$ cat src/rtl/mdu_sequencer.sv
// Multiply/divide sequencer for the MIPS execute stage: fixed-latency multiply and a
// radix-2 restoring divide, with the {HI, LO} result presented for one cycle with a strobe.
module mdu_sequencer #(
    parameter int WIDTH   = 32,
    parameter int MUL_LAT = 2
) (
    input  logic             clk,
    input  logic             rst,
    input  logic             startE,
    input  logic [1:0]       opE,
    input  logic [WIDTH-1:0] srcaE,
    input  logic [WIDTH-1:0] srcbE,
    input  logic             flushE,
    output logic             stall_mdu,
    output logic             result_valid,
    output logic [WIDTH-1:0] hi_out,
    output logic [WIDTH-1:0] lo_out
);
    localparam int CW = $clog2((WIDTH > 16) ? WIDTH : 16);

    typedef enum logic [1:0] {
        S_IDLE = 2'd0,
        S_MUL  = 2'd1,
        S_DIV  = 2'd2,
        S_DONE = 2'd3
    } state_t;

    state_t           state_q, state_d;
    logic [CW-1:0]    cnt_q, cnt_d;
    logic             signed_q, signed_d;
    logic [WIDTH-1:0] a_q, a_d;
    logic [WIDTH-1:0] b_q, b_d;
    logic [WIDTH-1:0] rem_q, rem_d;
    logic [WIDTH-1:0] quo_q, quo_d;
    logic [WIDTH-1:0] dvs_q, dvs_d;
    logic             valid_q, valid_d;
    logic [WIDTH-1:0] hi_q, hi_d;
    logic [WIDTH-1:0] lo_q, lo_d;

    logic               stall_s;
    logic               mul_signed_s;
    logic [WIDTH-1:0]   mul_a_s, mul_b_s;
    logic [2*WIDTH-1:0] mul_a_ext_s, mul_b_ext_s, product_s;
    logic [WIDTH:0]     div_shift_s, div_trial_s;
    logic [WIDTH-1:0]   div_rem_s, div_quo_s, div_hi_s, div_lo_s;

    function automatic logic [WIDTH-1:0] neg_f(input logic [WIDTH-1:0] v);
        return ~v + {{(WIDTH-1){1'b0}}, 1'b1};
    endfunction

    // Multiplier: live operands in the accept cycle (MUL_LAT=1), latched ones afterwards
    always_comb begin
        if (state_q == S_IDLE) begin
            mul_signed_s = ~opE[0];
            mul_a_s      = srcaE;
            mul_b_s      = srcbE;
        end else begin
            mul_signed_s = signed_q;
            mul_a_s      = a_q;
            mul_b_s      = b_q;
        end
        if (mul_signed_s) begin
            mul_a_ext_s = {{WIDTH{mul_a_s[WIDTH-1]}}, mul_a_s};
            mul_b_ext_s = {{WIDTH{mul_b_s[WIDTH-1]}}, mul_b_s};
        end else begin
            mul_a_ext_s = {{WIDTH{1'b0}}, mul_a_s};
            mul_b_ext_s = {{WIDTH{1'b0}}, mul_b_s};
        end
        product_s = mul_a_ext_s * mul_b_ext_s;
    end

    // One restoring-divide iteration on magnitudes, plus sign fix-up and divide-by-zero result
    always_comb begin
        div_shift_s = {rem_q, quo_q[WIDTH-1]};
        div_trial_s = div_shift_s - {1'b0, dvs_q};
        if (div_trial_s[WIDTH]) begin
            div_rem_s = div_shift_s[WIDTH-1:0];
            div_quo_s = {quo_q[WIDTH-2:0], 1'b0};
        end else begin
            div_rem_s = div_trial_s[WIDTH-1:0];
            div_quo_s = {quo_q[WIDTH-2:0], 1'b1};
        end
        if (b_q == {WIDTH{1'b0}}) begin
            div_hi_s = a_q;
            div_lo_s = {WIDTH{1'b1}};
        end else begin
            if (signed_q && a_q[WIDTH-1]) begin
                div_hi_s = neg_f(div_rem_s);
            end else begin
                div_hi_s = div_rem_s;
            end
            if (signed_q && (a_q[WIDTH-1] ^ b_q[WIDTH-1])) begin
                div_lo_s = neg_f(div_quo_s);
            end else begin
                div_lo_s = div_quo_s;
            end
        end
    end

    // Sequencer next-state, datapath updates and stall request
    always_comb begin
        state_d  = state_q;
        cnt_d    = cnt_q;
        signed_d = signed_q;
        a_d      = a_q;
        b_d      = b_q;
        rem_d    = rem_q;
        quo_d    = quo_q;
        dvs_d    = dvs_q;
        hi_d     = hi_q;
        lo_d     = lo_q;
        valid_d  = 1'b0;
        stall_s  = 1'b0;
        case (state_q)
            S_IDLE: begin
                if (startE && !flushE) begin
                    stall_s  = 1'b1;
                    signed_d = ~opE[0];
                    a_d      = srcaE;
                    b_d      = srcbE;
                    rem_d    = {WIDTH{1'b0}};
                    if (!opE[0] && srcaE[WIDTH-1]) begin
                        quo_d = neg_f(srcaE);
                    end else begin
                        quo_d = srcaE;
                    end
                    if (!opE[0] && srcbE[WIDTH-1]) begin
                        dvs_d = neg_f(srcbE);
                    end else begin
                        dvs_d = srcbE;
                    end
                    if (opE[1]) begin
                        state_d = S_DIV;
                        cnt_d   = CW'(WIDTH - 1);
                    end else if (MUL_LAT == 1) begin
                        state_d = S_DONE;
                        cnt_d   = {CW{1'b0}};
                        hi_d    = product_s[2*WIDTH-1:WIDTH];
                        lo_d    = product_s[WIDTH-1:0];
                        valid_d = 1'b1;
                    end else begin
                        state_d = S_MUL;
                        cnt_d   = CW'(MUL_LAT - 1);
                    end
                end else begin
                    state_d = S_IDLE;
                end
            end
            S_MUL: begin
                // the count includes the accept cycle, so the last MUL cycle sees 1
                stall_s = 1'b1;
                if (flushE) begin
                    state_d = S_IDLE;
                    cnt_d   = {CW{1'b0}};
                end else if (cnt_q <= CW'(1)) begin
                    state_d = S_DONE;
                    cnt_d   = {CW{1'b0}};
                    hi_d    = product_s[2*WIDTH-1:WIDTH];
                    lo_d    = product_s[WIDTH-1:0];
                    valid_d = 1'b1;
                end else begin
                    cnt_d = cnt_q - CW'(1);
                end
            end
            S_DIV: begin
                stall_s = 1'b1;
                if (flushE) begin
                    state_d = S_IDLE;
                    cnt_d   = {CW{1'b0}};
                end else begin
                    rem_d = div_rem_s;
                    quo_d = div_quo_s;
                    if (cnt_q == {CW{1'b0}}) begin
                        state_d = S_DONE;
                        hi_d    = div_hi_s;
                        lo_d    = div_lo_s;
                        valid_d = 1'b1;
                    end else begin
                        cnt_d = cnt_q - CW'(1);
                    end
                end
            end
            S_DONE: begin
                state_d = S_IDLE;
            end
            default: begin
                state_d = S_IDLE;
                cnt_d   = {CW{1'b0}};
            end
        endcase
    end

    // State and datapath registers with synchronous active-low reset
    always_ff @(posedge clk) begin
        if (!rst) begin
            state_q  <= S_IDLE;
            cnt_q    <= {CW{1'b0}};
            signed_q <= 1'b0;
            a_q      <= {WIDTH{1'b0}};
            b_q      <= {WIDTH{1'b0}};
            rem_q    <= {WIDTH{1'b0}};
            quo_q    <= {WIDTH{1'b0}};
            dvs_q    <= {WIDTH{1'b0}};
            valid_q  <= 1'b0;
            hi_q     <= {WIDTH{1'b0}};
            lo_q     <= {WIDTH{1'b0}};
        end else begin
            state_q  <= state_d;
            cnt_q    <= cnt_d;
            signed_q <= signed_d;
            a_q      <= a_d;
            b_q      <= b_d;
            rem_q    <= rem_d;
            quo_q    <= quo_d;
            dvs_q    <= dvs_d;
            valid_q  <= valid_d;
            hi_q     <= hi_d;
            lo_q     <= lo_d;
        end
    end

    assign stall_mdu    = stall_s;
    assign result_valid = valid_q;
    assign hi_out       = hi_q;
    assign lo_out       = lo_q;

endmodule

$ cat config.mk
export PLATFORM = sky130hd
export DESIGN_NAME = mdu_sequencer
export DESIGN_NICKNAME = d
export VERILOG_FILES = /design/src/rtl/mdu_sequencer.sv
export SDC_FILE = /design/constraint.sdc
export NUM_CORES = 2
export LEC_CHECK = 0
export BUFFER_PORTS_ARGS = -buffer_cell sky130_fd_sc_hd__buf_2
export CORE_MARGIN = 1
export CORE_UTILIZATION = 30
export DETAILED_ROUTE_END_ITERATION = 8
export GPL_TIMING_DRIVEN = 0
export PLACE_DENSITY = 0.4
export SLEW_MARGIN = 20
export SYNTH_ARGS = -nofsm -noshare
export SYNTH_HDL_FRONTEND = slang
export SYNTH_SLANG_ARGS = --single-unit
$ cat constraint.sdc
create_clock -name clk -period 13.8 [get_ports clk]
set_clock_uncertainty 0.1 [all_clocks]
set_input_delay 3.45 -clock clk [delete_from_list [all_inputs] [get_ports clk]]
set_output_delay 3.45 -clock clk [all_outputs]
set_load 0.01 [all_outputs]
==> out/results.txt <==
Status - complete, no violations
Global-route wire length before repair - 422,000 um
DR WL/cell - 29.3 um
Crit Path Class - input pin to register
Post-synth top cells - 1,594 x inv_1, 1,420 x fa_1, 895 x nand2_1
DRC Markers - 0
Critical Path AT - 14.10 ns
Setup TNS - 0 ns
R2r startpoint - state_q[0]
Vias in the first global route - 54,200
Worst slack, placed - -2.64 ns
Clk Latency, worst-skew pair - 0.63 ns
Worst-Margin Slew - 1.21 ns
WL final - 300,000 um
Worst r2r path cells - 37
I/O Pins - 136
Cell row count - 167
CP Capture Type - register
Worst Hold Class - register to register
Cell Area, Synth - 0.0626 sq mm
Final setup violation count - 0
Largest net degree at the start of global routing - 33
Period utilization - 0.992
Post-DRT Antenna Nets - 0
Final worst path period need - 13.69 ns
Layout cells sized above 1 - 0.0699
Setup WS post-layout - 0.113 ns
TritonCTS clock tree - yes
Most frequent CP cell - fa_1
CP startpoint - srcaE[14]
Number of synthesized register bits - 232
Via count - 52,300
Area contributors post-synth - fa_1 45%, inv_1 9.6%, dfxtp_1 7.4%
Die H - 459 um
Number of clock sinks - 232
Setup crit end - hi_out[28]
Die Wd - 459 um
Detailed placer's ending HPWL - 261,000 um
Critical path launch point type - input pin
Gate Count Post-Synth - 7,224
Final Hold Vio Count - 0
Fmax - 73.1 MHz
Crit-path max FO - 10
GR Util All Layers - 0.286
Die ar. - 0.210 sq mm
Slew headroom - 0.194
CP max stage delay - 0.55 ns
Final slew viol count - 0
CP max-delay cell - mux2_2
Final net count - 9,241
Syn_area_per_cell - 8.66 sq um
# Max-Cap Violations - 0
Yosys warnings - 0
CTS Root Cell - clkbuf_16
Reg2reg end - hi_out[28]
Htree depth - 1
Sequential fraction of the synthesis area - 0.0742
Most numerous cell in the Yosys netlist - inv_1
First DRT Iteration DRCs - 4,889
DR vias/cell - 5.11
Grt ovf - 0
Yosys top cell by area - fa_1
Port Buffers - 119
Syn Nets - 9,065
Initial Utilization - 0.302
TritonRoute pass-1 iters - 6
Flop-to-flop setup slack - 0.42 ns
Synthesis-to-finish area growth - 10.4%
Bufs on Longest Clock Path - 3
Yosys top cell area share - 0.454
Core Box Area - 0.207 sq mm
Gpl congestion - 0.969
Most common flop cell mapped by yosys - dfxtp_1
Number of synthesized flops with an enable pin - 0
Synth async-reset ratio - 0
Initial antenna violation count - 44
Number of buffers created by CTS - 28
Crit path required time - 14.22 ns
Post-synth cell types - 102
Worst-path clk slew - 0.07 ns
-- logic make-up after synthesis --
| logic type | after synthesis | synth area share |
|---|---|---|
| AO/OA/AOI/OAI | 887 | 0.0909 |
| XOR/XNOR | 232 | 0.0326 |
| adder cells (fa/ha/maj) | 1771 | 0.525 |
| buffers and inverters | 1948 | 0.118 |
| flip-flops | 232 | 0.0742 |
| multiplexers | 154 | 0.0260 |
| AND/OR/NAND/NOR | 2000 | 0.133 |
-- cell type report --
class                   count  area [sq um]
diodes                     14          35.0
plain buffers             336          1530
clock buffers              33           739
clock inverters            19           224
fillers                 22000        138000
inverters                1596          5990
multi-input cells        5044         51100
flip-flops and latches    232          4640
well taps                2788          3490
repair buffers            162          1270
-- critical path, delay by kind of cell --
kind | cells | cell delay, ns
adder cells (fa/ha/maj) | 11 | 5.09
buffers and inverters | 10 | 1.97
multiplexers | 2 | 0.68
AND/OR/NAND/NOR | 4 | 0.76
AO/OA/AOI/OAI | 7 | 2.13
-- per-layer routing --
layer	wire length [um]	GRT usage	up-vias
li1	-	-	22300
met1	131000	0.398	27400
met2	133000	0.451	2088
met3	21700	0.0353	374
met4	13700	0.108	14
met5	99	0	-
-- through the flow --
stage / hold slack, ns / utilization / instances / instance area [sq um]
floorplan: 0.347 / - / 7224 / 62600
finish: 0.336 / 0.333 / 10200 / 69000
global placement: 0.324 / 0.322 / 10100 / 66600
global route: 0.354 / 0.333 / 10200 / 69000
CTS: 0.342 / 0.332 / 10200 / 68800
detailed placement: 0.333 / 0.327 / 10200 / 67700
-- flip-flops by register name, indices dropped and copies added, names as in the netlist --
signal / flops
a_q: 32
b_q: 32
cnt_q: 5
dvs_q: 31
hi_out: 32
lo_out: 32
quo_q: 32
rem_q: 32
result_valid: 1
signed_q: 1
state_q: 2
-- layout by cell type, fill, tap and decap left out, drive strengths merged, types with 29 or more instances in the layout --
cell    count
inv      1598
ha        351
nor2      801
fa       1420
nand4      29
a31oi      33
nand2     896
buf       194
mux2i      87
a21o       77
mux2       67
dfxtp     232
xnor2     141
o221ai     29
nor3       55
xor2       91
clkbuf    331
o211ai     33
a21oi     315
o21ai     173
a211oi     57
nand3      35
-- worst min path at each step --
stage / startpoint / endpoint / depth (start not counted)
after floorplan: b_q[14] / b_q[14] / 2
after global placement: lo_out[24] / lo_out[24] / 2
after detailed placement: lo_out[24] / lo_out[24] / 2
after CTS: lo_out[24] / lo_out[24] / 2
after global routing: lo_out[24] / lo_out[24] / 2
final: lo_out[24] / lo_out[24] / 2
-- what timing repair did --
item,in CTS,in global routing
hold endpoints to repair,0,0
pin swaps,4,4
hold buffers,0,0
gates resized for setup,58,107
buffers inserted,4,4
endpoints found under the setup margin,23,21
Power is not shown: default switching activity piles up to over one toggle a cycle in this logic, so the estimate is an artifact.
